`src/rtl/branch_defines.sv`:
```
// Branch unit FSM state encoding.
// No logic; types only.
// No flow control; types only.
package branch_defines;
    typedef enum logic [1:0] {
        BR_IDLE     = 2'd0,
        BR_EVAL     = 2'd1,
        BR_REDIRECT = 2'd2
    } br_state_t;
endpackage

```
`src/rtl/com_defines.sv`:
```
// Comparator opcode encodings shared by decode and the branch unit.
// No logic; constants only.
// No flow control; constants only.
package com_defines;
    localparam int COM_OP_END = 2;

    localparam logic [COM_OP_END:0] COM_OP_EQ  = 3'd0;
    localparam logic [COM_OP_END:0] COM_OP_NE  = 3'd1;
    localparam logic [COM_OP_END:0] COM_OP_LT  = 3'd2;
    localparam logic [COM_OP_END:0] COM_OP_GE  = 3'd3;
    localparam logic [COM_OP_END:0] COM_OP_LTU = 3'd4;
    localparam logic [COM_OP_END:0] COM_OP_GEU = 3'd5;
    localparam logic [COM_OP_END:0] COM_OP_ONE = 3'd6;
endpackage

```
`src/rtl/reg_defines.sv`:
```
// Register-file width definitions shared across the core.
// No logic; constants only.
// No flow control; constants only.
package reg_defines;
    localparam int REG_W_END = 31;
endpackage

```
`src/rtl/com.sv`:
```
// Branch condition comparator: signed/unsigned compares plus constant-true for jumps.
// Latency: combinational.
// Backpressure: none; pure function of its inputs.
module com
    import com_defines::*;
    import reg_defines::*;
(
    input  logic [COM_OP_END:0] op,
    input  logic [REG_W_END:0]  lhs,
    input  logic [REG_W_END:0]  rhs,
    output logic                result
);

    // Evaluate the condition; unrecognised opcodes resolve as not taken.
    always_comb begin
        result = 1'b0;
        case (op)
            COM_OP_EQ:  result = (lhs == rhs);
            COM_OP_NE:  result = (lhs != rhs);
            COM_OP_LT:  result = ($signed(lhs) <  $signed(rhs));
            COM_OP_GE:  result = ($signed(lhs) >= $signed(rhs));
            COM_OP_LTU: result = (lhs <  rhs);
            COM_OP_GEU: result = (lhs >= rhs);
            COM_OP_ONE: result = 1'b1;
            default:    result = 1'b0;
        endcase
    end

endmodule

```
`src/rtl/branch_unit.sv`:
```
// Branch/jump resolution between decode and fetch; one request in flight. Optional stats: BRANCH_STATS_EN.
// Latency: accept N -> not-taken/misaligned done at N+1; redirect valid from N+2 until fetch accepts.
// Backpressure: req_ready only in IDLE without flush; redirect held stable until redir_ready.
module branch_unit
    import com_defines::*;
    import reg_defines::*;
    import branch_defines::*;
#(
    parameter int RESET_PC_ALIGN = 2
`ifdef BRANCH_STATS_EN
    ,
    parameter int STAT_W         = 32
`endif
) (
    input  logic                clk,
    input  logic                reset,
    input  logic                flush,
    input  logic                req_valid,
    output logic                req_ready,
    input  logic [COM_OP_END:0] req_op,
    input  logic [REG_W_END:0]  req_lhs,
    input  logic [REG_W_END:0]  req_rhs,
    input  logic [REG_W_END:0]  req_base,
    input  logic [REG_W_END:0]  req_offset,
    input  logic                req_is_jalr,
    output logic                redir_valid,
    input  logic                redir_ready,
    output logic [REG_W_END:0]  redir_pc,
    output logic                done,
    output logic                done_taken,
    output logic                misalign
`ifdef BRANCH_STATS_EN
    ,
    output logic [STAT_W-1:0]   stat_branches,
    output logic [STAT_W-1:0]   stat_taken,
    output logic [STAT_W-1:0]   stat_misalign
`endif
);

    br_state_t             state_q;
    br_state_t             state_d;
    logic [COM_OP_END:0]   op_q;
    logic [REG_W_END:0]    lhs_q;
    logic [REG_W_END:0]    rhs_q;
    logic [REG_W_END:0]    target_q;
    logic [REG_W_END:0]    target_d;
    logic                  taken;
    logic                  target_misaligned;
    logic                  accept;

    com u_com (
        .op     (op_q),
        .lhs    (lhs_q),
        .rhs    (rhs_q),
        .result (taken)
    );

    assign target_misaligned = (target_q[RESET_PC_ALIGN-1:0] != '0);
    assign redir_pc          = target_q;

    // Target adder: wraps modulo 2^REG_W; JALR drops bit 0 before the alignment check.
    always_comb begin
        target_d = req_base + req_offset;
        if (req_is_jalr) begin
            target_d[0] = 1'b0;
        end
    end

    // FSM next state and outputs; flush/reset squash every output for the cycle.
    always_comb begin
        state_d     = state_q;
        req_ready   = 1'b0;
        redir_valid = 1'b0;
        done        = 1'b0;
        done_taken  = 1'b0;
        misalign    = 1'b0;
        accept      = 1'b0;
        case (state_q)
            BR_IDLE: begin
                req_ready = ~flush & ~reset;
                if (req_valid && req_ready) begin
                    accept  = 1'b1;
                    state_d = BR_EVAL;
                end
            end
            BR_EVAL: begin
                if (!taken) begin
                    done    = 1'b1;
                    state_d = BR_IDLE;
                end else if (target_misaligned) begin
                    misalign   = 1'b1;
                    done       = 1'b1;
                    done_taken = 1'b1;
                    state_d    = BR_IDLE;
                end else begin
                    state_d = BR_REDIRECT;
                end
            end
            BR_REDIRECT: begin
                redir_valid = 1'b1;
                if (redir_ready) begin
                    done       = 1'b1;
                    done_taken = 1'b1;
                    state_d    = BR_IDLE;
                end
            end
            default: state_d = BR_IDLE;
        endcase
        if (flush || reset) begin
            redir_valid = 1'b0;
            done        = 1'b0;
            done_taken  = 1'b0;
            misalign    = 1'b0;
            state_d     = BR_IDLE;
        end
    end

    // State register and operand latches captured on accept.
    always_ff @(posedge clk) begin
        if (reset) begin
            state_q  <= BR_IDLE;
            op_q     <= '0;
            lhs_q    <= '0;
            rhs_q    <= '0;
            target_q <= '0;
        end else begin
            state_q <= state_d;
            if (accept) begin
                op_q     <= req_op;
                lhs_q    <= req_lhs;
                rhs_q    <= req_rhs;
                target_q <= target_d;
            end
        end
    end

`ifdef BRANCH_STATS_EN
    // Saturating retirement statistics; only reset clears them.
    always_ff @(posedge clk) begin
        if (reset) begin
            stat_branches <= '0;
            stat_taken    <= '0;
            stat_misalign <= '0;
        end else begin
            if (done && stat_branches != '1) begin
                stat_branches <= stat_branches + 1'b1;
            end
            if (done && done_taken && stat_taken != '1) begin
                stat_taken <= stat_taken + 1'b1;
            end
            if (misalign && stat_misalign != '1) begin
                stat_misalign <= stat_misalign + 1'b1;
            end
        end
    end
`endif

endmodule

```
`config.mk`:
```
export PLATFORM = sky130hd
export DESIGN_NAME = branch_unit
export DESIGN_NICKNAME = d
export VERILOG_FILES = /design/src/rtl/branch_defines.sv /design/src/rtl/com_defines.sv /design/src/rtl/reg_defines.sv /design/src/rtl/com.sv /design/src/rtl/branch_unit.sv
export SDC_FILE = /design/constraint.sdc
export NUM_CORES = 1
export LEC_CHECK = 0
export CORE_MARGIN = 3
export CORE_UTILIZATION = 30
export CTS_CLUSTER_DIAMETER = 40
export DETAILED_ROUTE_END_ITERATION = 8
export GPL_TIMING_DRIVEN = 0
export PLACE_DENSITY_LB_ADDON = 0.1
export SYNTH_ARGS = -nofsm -noshare
export SYNTH_HDL_FRONTEND = slang
export SYNTH_SLANG_ARGS = --single-unit
```
`constraint.sdc`:
```
create_clock -name clk -period 2.7 [get_ports clk]
set_input_delay 0.27 -clock clk [delete_from_list [all_inputs] [get_ports clk]]
set_output_delay 0.27 -clock clk [all_outputs]
set_load 0.01 [all_outputs]
```
==> out/results.txt <==
The run finished, with violations left. The final reports fail on negative setup slack. The post-route minimum period was 3350 ps. Detailed placement finished with a half-perimeter wire length of 14.6 mm. The die is 149 µm wide. In this run the static leakage power is 3.37 nW. The launch point of the worst reg-to-reg path was rhs_q[1]$_SDFFE_PP0P_. The ratio of routed vias to standard cells was 4.75; the DRC violations left was 0. Dividing the detail-routed wire length by the instance count gives 15.1 µm.

The portion of netlist area occupied by mux cells is 0.00164, and the global placer's final weighted congestion is 0.773. The share of Yosys cell area claimed by the top area cell type is 0.331. The max-slew headroom at the worst pin came out at 0.550. The count of flip-flops with a built-in enable after synthesis works out to 0. The initial core utilization is 0.310, and the number of antenna violations at the first check in global routing is 0. CTS built an H-tree with a depth of 3.

Setup violations remaining at the end of the flow were counted as 3. Of all nets on the critical path, the largest fanout is 3. The number of synthesized register bits was 101; the synthesized area divided by synthesized cell count was 7.72 µm². For the count of mapped cells out of synthesis, the log shows 792. The most instantiated flip-flop cell in the synthesis netlist is sky130_fd_sc_hd__dfxtp_1. The number of cells in the design after placement is 1,229, and the share of layout cells above drive strength 1 is 0.101.

The finished layout holds 1,258 standard cells, fillers aside. The worst hold path begins at req_offset[0]. The tools report the insertion delay of the later-clocked pin in the worst-skew pair as 350 ps. The tools report the total count of max-transition violations in the final report as 0. For the final count of hold timing violations, the log shows 0. The run gives 30.5 mm as the first-pass GRT wire length. The logs give 0 for the number of warnings reported in the yosys synthesis log and 996 for the synthesized net count. The run gives 299 MHz as the peak clock frequency supported by timing.

TritonCTS built the clock tree. The most critical setup path has its startpoint at rhs_q[1]$_SDFFE_PP0P_. The root cell of the clock tree was sky130_fd_sc_hd__clkbuf_16.

The adder and majority gate portion of the synthesized area works out to 0.138. Setup repair after global routing could not meet its margin everywhere. Data on the critical path arrives at its endpoint at 3080 ps. The logs give 0.172 for the global-route total usage across every layer and 0.331 for the proportion of synthesized chip area in sequential cells. For this design the ratio of total power to cell area is 452 mW/mm².

Before CTS, the worst setup slack after placement is -964 ps. Fill cells in the final layout number 2,003. The die covers 0.0221 mm². The clock buffer count from CTS was 9; the number of optimization iterations in the first detailed-route pass was 4.

Compound-gate portion of the synthesized area: 0.222. The sum of negative setup slack was -1500 ps. The logs give 0.00817 mm² for the area of placed instances and 188 for the number of violations reported at the end of detailed-routing iteration 0.

The tools report the global route total overflow as 0. STA classifies the critical path startpoint as a flop. For the worst reg-to-reg setup slack, the log shows 270 ps. For this design the top-level I/O count stands at 174. Share of the cycle needed by the critical path after routing: 1.24. The final layout contains routed wiring with a total length of 19.0 mm.

The xor/xnor cell area share of the yosys netlist was 0.0373; the largest net degree at the start of global routing was 19. The overall die height is 149 µm. Counting along the longest clock path gives a buffer depth of 2. For the worst clock skew, the log shows 4.25 ps. Port buffering added 172 buffers.

Summing every instance area after synthesis gives 0.00611 mm². The tools report the residual antenna-violating net count after detailed routing as 0. IR analysis of the VDD net gives a maximum drop of 0.290 mV. Kind of critical path: flop to output pin.

The synthesized design spends more area on one cell type than any other, namely sky130_fd_sc_hd__dfxtp_1. STA puts the critical path data required time at 2430 ps. The simple-gate share of the synthesized area was 0.211. Across the run, the number of max-cap violations was 0.

The share of synthesized registers carrying an async set or reset is 0. Compared with the post-synthesis result, the final layout area differs by 44.7%. The number of standard-cell rows in the floorplan was 51. The net count of the finished layout is 1,192.

Across all hold checks on the routed design, the worst slack comes to 390 ps. The clock-pin slew on the worst setup and hold paths is 70 ps. The number of global-route vias before repair was 6,107. After routing the design area is 0.00884 mm².

The area of the placeable core is 0.0197 mm². Yosys attributes the largest share of cell area to sky130_fd_sc_hd__dfxtp_1 (33%), sky130_fd_sc_hd__ha_1 (14%), sky130_fd_sc_hd__nand2_1 (12%), sky130_fd_sc_hd__a21oi_1 (10%), sky130_fd_sc_hd__inv_1 (2.8%). The worst hold path belongs to the class input port to flop. The number of inserted diodes is 0.

After synthesis, the largest family of logic cells by area is compound AO/OA/AOI/OAI gates. CTS saw 101 sinks. Overall power consumption after layout is estimated at 4.00 mW.

The routed layout has 5,975 vias. The worst setup path is captured at an output pin. The logs give -648 ps for the final setup slack of the worst path and 64 for the count of unique library cells instantiated by Yosys.

For the pin with the worst max-slew slack, the measured transition is 674 ps. The utilization of the core after routing is 0.448.
synthesized netlist by cell type, types with 3 or more instances:
| cell type | instances |
|---|---|
| sky130_fd_sc_hd__or3_1 | 4 |
| sky130_fd_sc_hd__o21ai_1 | 4 |
| sky130_fd_sc_hd__nor3_1 | 8 |
| sky130_fd_sc_hd__nand3b_1 | 4 |
| sky130_fd_sc_hd__xor2_1 | 16 |
| sky130_fd_sc_hd__dfxtp_1 | 101 |
| sky130_fd_sc_hd__ha_1 | 66 |
| sky130_fd_sc_hd__a211oi_1 | 6 |
| sky130_fd_sc_hd__o211ai_1 | 5 |
| sky130_fd_sc_hd__nand4_1 | 11 |
| sky130_fd_sc_hd__o21ai_0 | 19 |
| sky130_fd_sc_hd__a31oi_1 | 6 |
| sky130_fd_sc_hd__a21o_1 | 17 |
| sky130_fd_sc_hd__and3_1 | 7 |
| sky130_fd_sc_hd__o21a_1 | 5 |
| sky130_fd_sc_hd__clkbuf_1 | 28 |
| sky130_fd_sc_hd__nand2_1 | 195 |
| sky130_fd_sc_hd__nor2_1 | 15 |
| sky130_fd_sc_hd__buf_1 | 3 |
| sky130_fd_sc_hd__xnor2_1 | 10 |
| sky130_fd_sc_hd__inv_1 | 46 |
| sky130_fd_sc_hd__o21bai_1 | 4 |
| sky130_fd_sc_hd__nor2b_1 | 7 |
| sky130_fd_sc_hd__o31ai_1 | 3 |
| sky130_fd_sc_hd__nand2b_1 | 3 |
| sky130_fd_sc_hd__a21oi_1 | 128 |
| sky130_fd_sc_hd__nand3_1 | 17 |
| sky130_fd_sc_hd__buf_6 | 3 |
| sky130_fd_sc_hd__and2_1 | 3 |
| sky130_fd_sc_hd__nor3b_1 | 5 |
final timing paths:
path,end,cells past startpoint
worst max-delay path,done_taken,14
worst min-delay path,redir_pc[0]$_SDFFE_PP0P_,4
worst max register to register,state_q[1]$_SDFFE_PP0P_,12
worst min register to register,rhs_q[29]$_SDFFE_PP0P_,2
cell families (layout without fill, tap and decap cells):
kind of cell | Yosys count | in the layout
AND/OR/NAND/NOR | 290 | 290
XOR/XNOR | 26 | 26
multiplexers | 1 | 1
flip-flops | 101 | 101
AO/OA/AOI/OAI | 223 | 223
adder cells (fa/ha/maj) | 67 | 67
buffers and inverters | 84 | 285
where the power goes:
part	leakage [nW]	internal (mW)	switching [mW]	total (mW)
Combinational	2.41	0.584	0.542	1.13
Sequential	0.824	1.55	0.0354	1.58
Clock	0.136	0.644	0.643	1.29
Total	3.37	2.78	1.22	4.00
worst max-delay path, stage by stage (launching register included):
cell	delay, ps
sky130_fd_sc_hd__dfxtp_2	340
sky130_fd_sc_hd__inv_2	50
sky130_fd_sc_hd__ha_4	260
sky130_fd_sc_hd__nor2b_4	120
sky130_fd_sc_hd__o211ai_1	90
sky130_fd_sc_hd__a2111o_1	380
sky130_fd_sc_hd__o211ai_1	160
sky130_fd_sc_hd__a21oi_4	110
sky130_fd_sc_hd__buf_6	130
sky130_fd_sc_hd__a21o_1	150
sky130_fd_sc_hd__a32oi_2	270
sky130_fd_sc_hd__nand3_2	170
sky130_fd_sc_hd__buf_6	160
sky130_fd_sc_hd__o31ai_4	170
sky130_fd_sc_hd__buf_2	170
repair_timing:
action,CTS,global route
endpoints found under the setup margin,10,16
gates cloned,0,0
hold buffers,0,0
buffers inserted,9,4
resized for setup,54,21
endpoints found under the hold margin,0,0
pin swaps,23,23
per-layer routing:
layer  share of wire  up-vias  track usage
met3           0.059       18       0.0491
met2            0.48      136        0.301
met4           0.014        0       0.0370
met1            0.44     2682        0.211
met5               0        -            0
li1                -     3139            -
placed cells by master, fill, tap and decap left out, types with 7 or more instances in the layout:
master and count:
sky130_fd_sc_hd__o21ai_0 18, sky130_fd_sc_hd__clkbuf_1 29, sky130_fd_sc_hd__xor2_1 15, sky130_fd_sc_hd__clkdlybuf4s50_1 165, sky130_fd_sc_hd__nor3_1 8, sky130_fd_sc_hd__a21o_1 17, sky130_fd_sc_hd__ha_1 54, sky130_fd_sc_hd__buf_4 12
sky130_fd_sc_hd__inv_1 40, sky130_fd_sc_hd__nand4_1 11, sky130_fd_sc_hd__ha_4 8, sky130_fd_sc_hd__dfxtp_2 7, sky130_fd_sc_hd__and3_1 7, sky130_fd_sc_hd__xnor2_1 9, sky130_fd_sc_hd__a21oi_1 124, sky130_fd_sc_hd__dfxtp_1 94
sky130_fd_sc_hd__nand3_1 16, sky130_fd_sc_hd__clkbuf_16 9, sky130_fd_sc_hd__nand2_1 194, sky130_fd_sc_hd__nor2_1 15
cell type report:
class	count	area, µm²	area share
multi-input cells	607	4000	0.453
flip-flops and latches	101	2030	0.230
repair buffers	185	1830	0.207
well taps	265	332	0.0375
clock buffers	10	229	0.0259
plain buffers	38	188	0.0212
inverters	46	173	0.0195
clock inverters	6	53.8	0.00609
flip-flops by register name, indices dropped and copies added, names as in the netlist:
register,cells
redir_pc,32
op_q,3
lhs_q,32
state_q,2
rhs_q,32
Power figures use the tool's default switching activity.
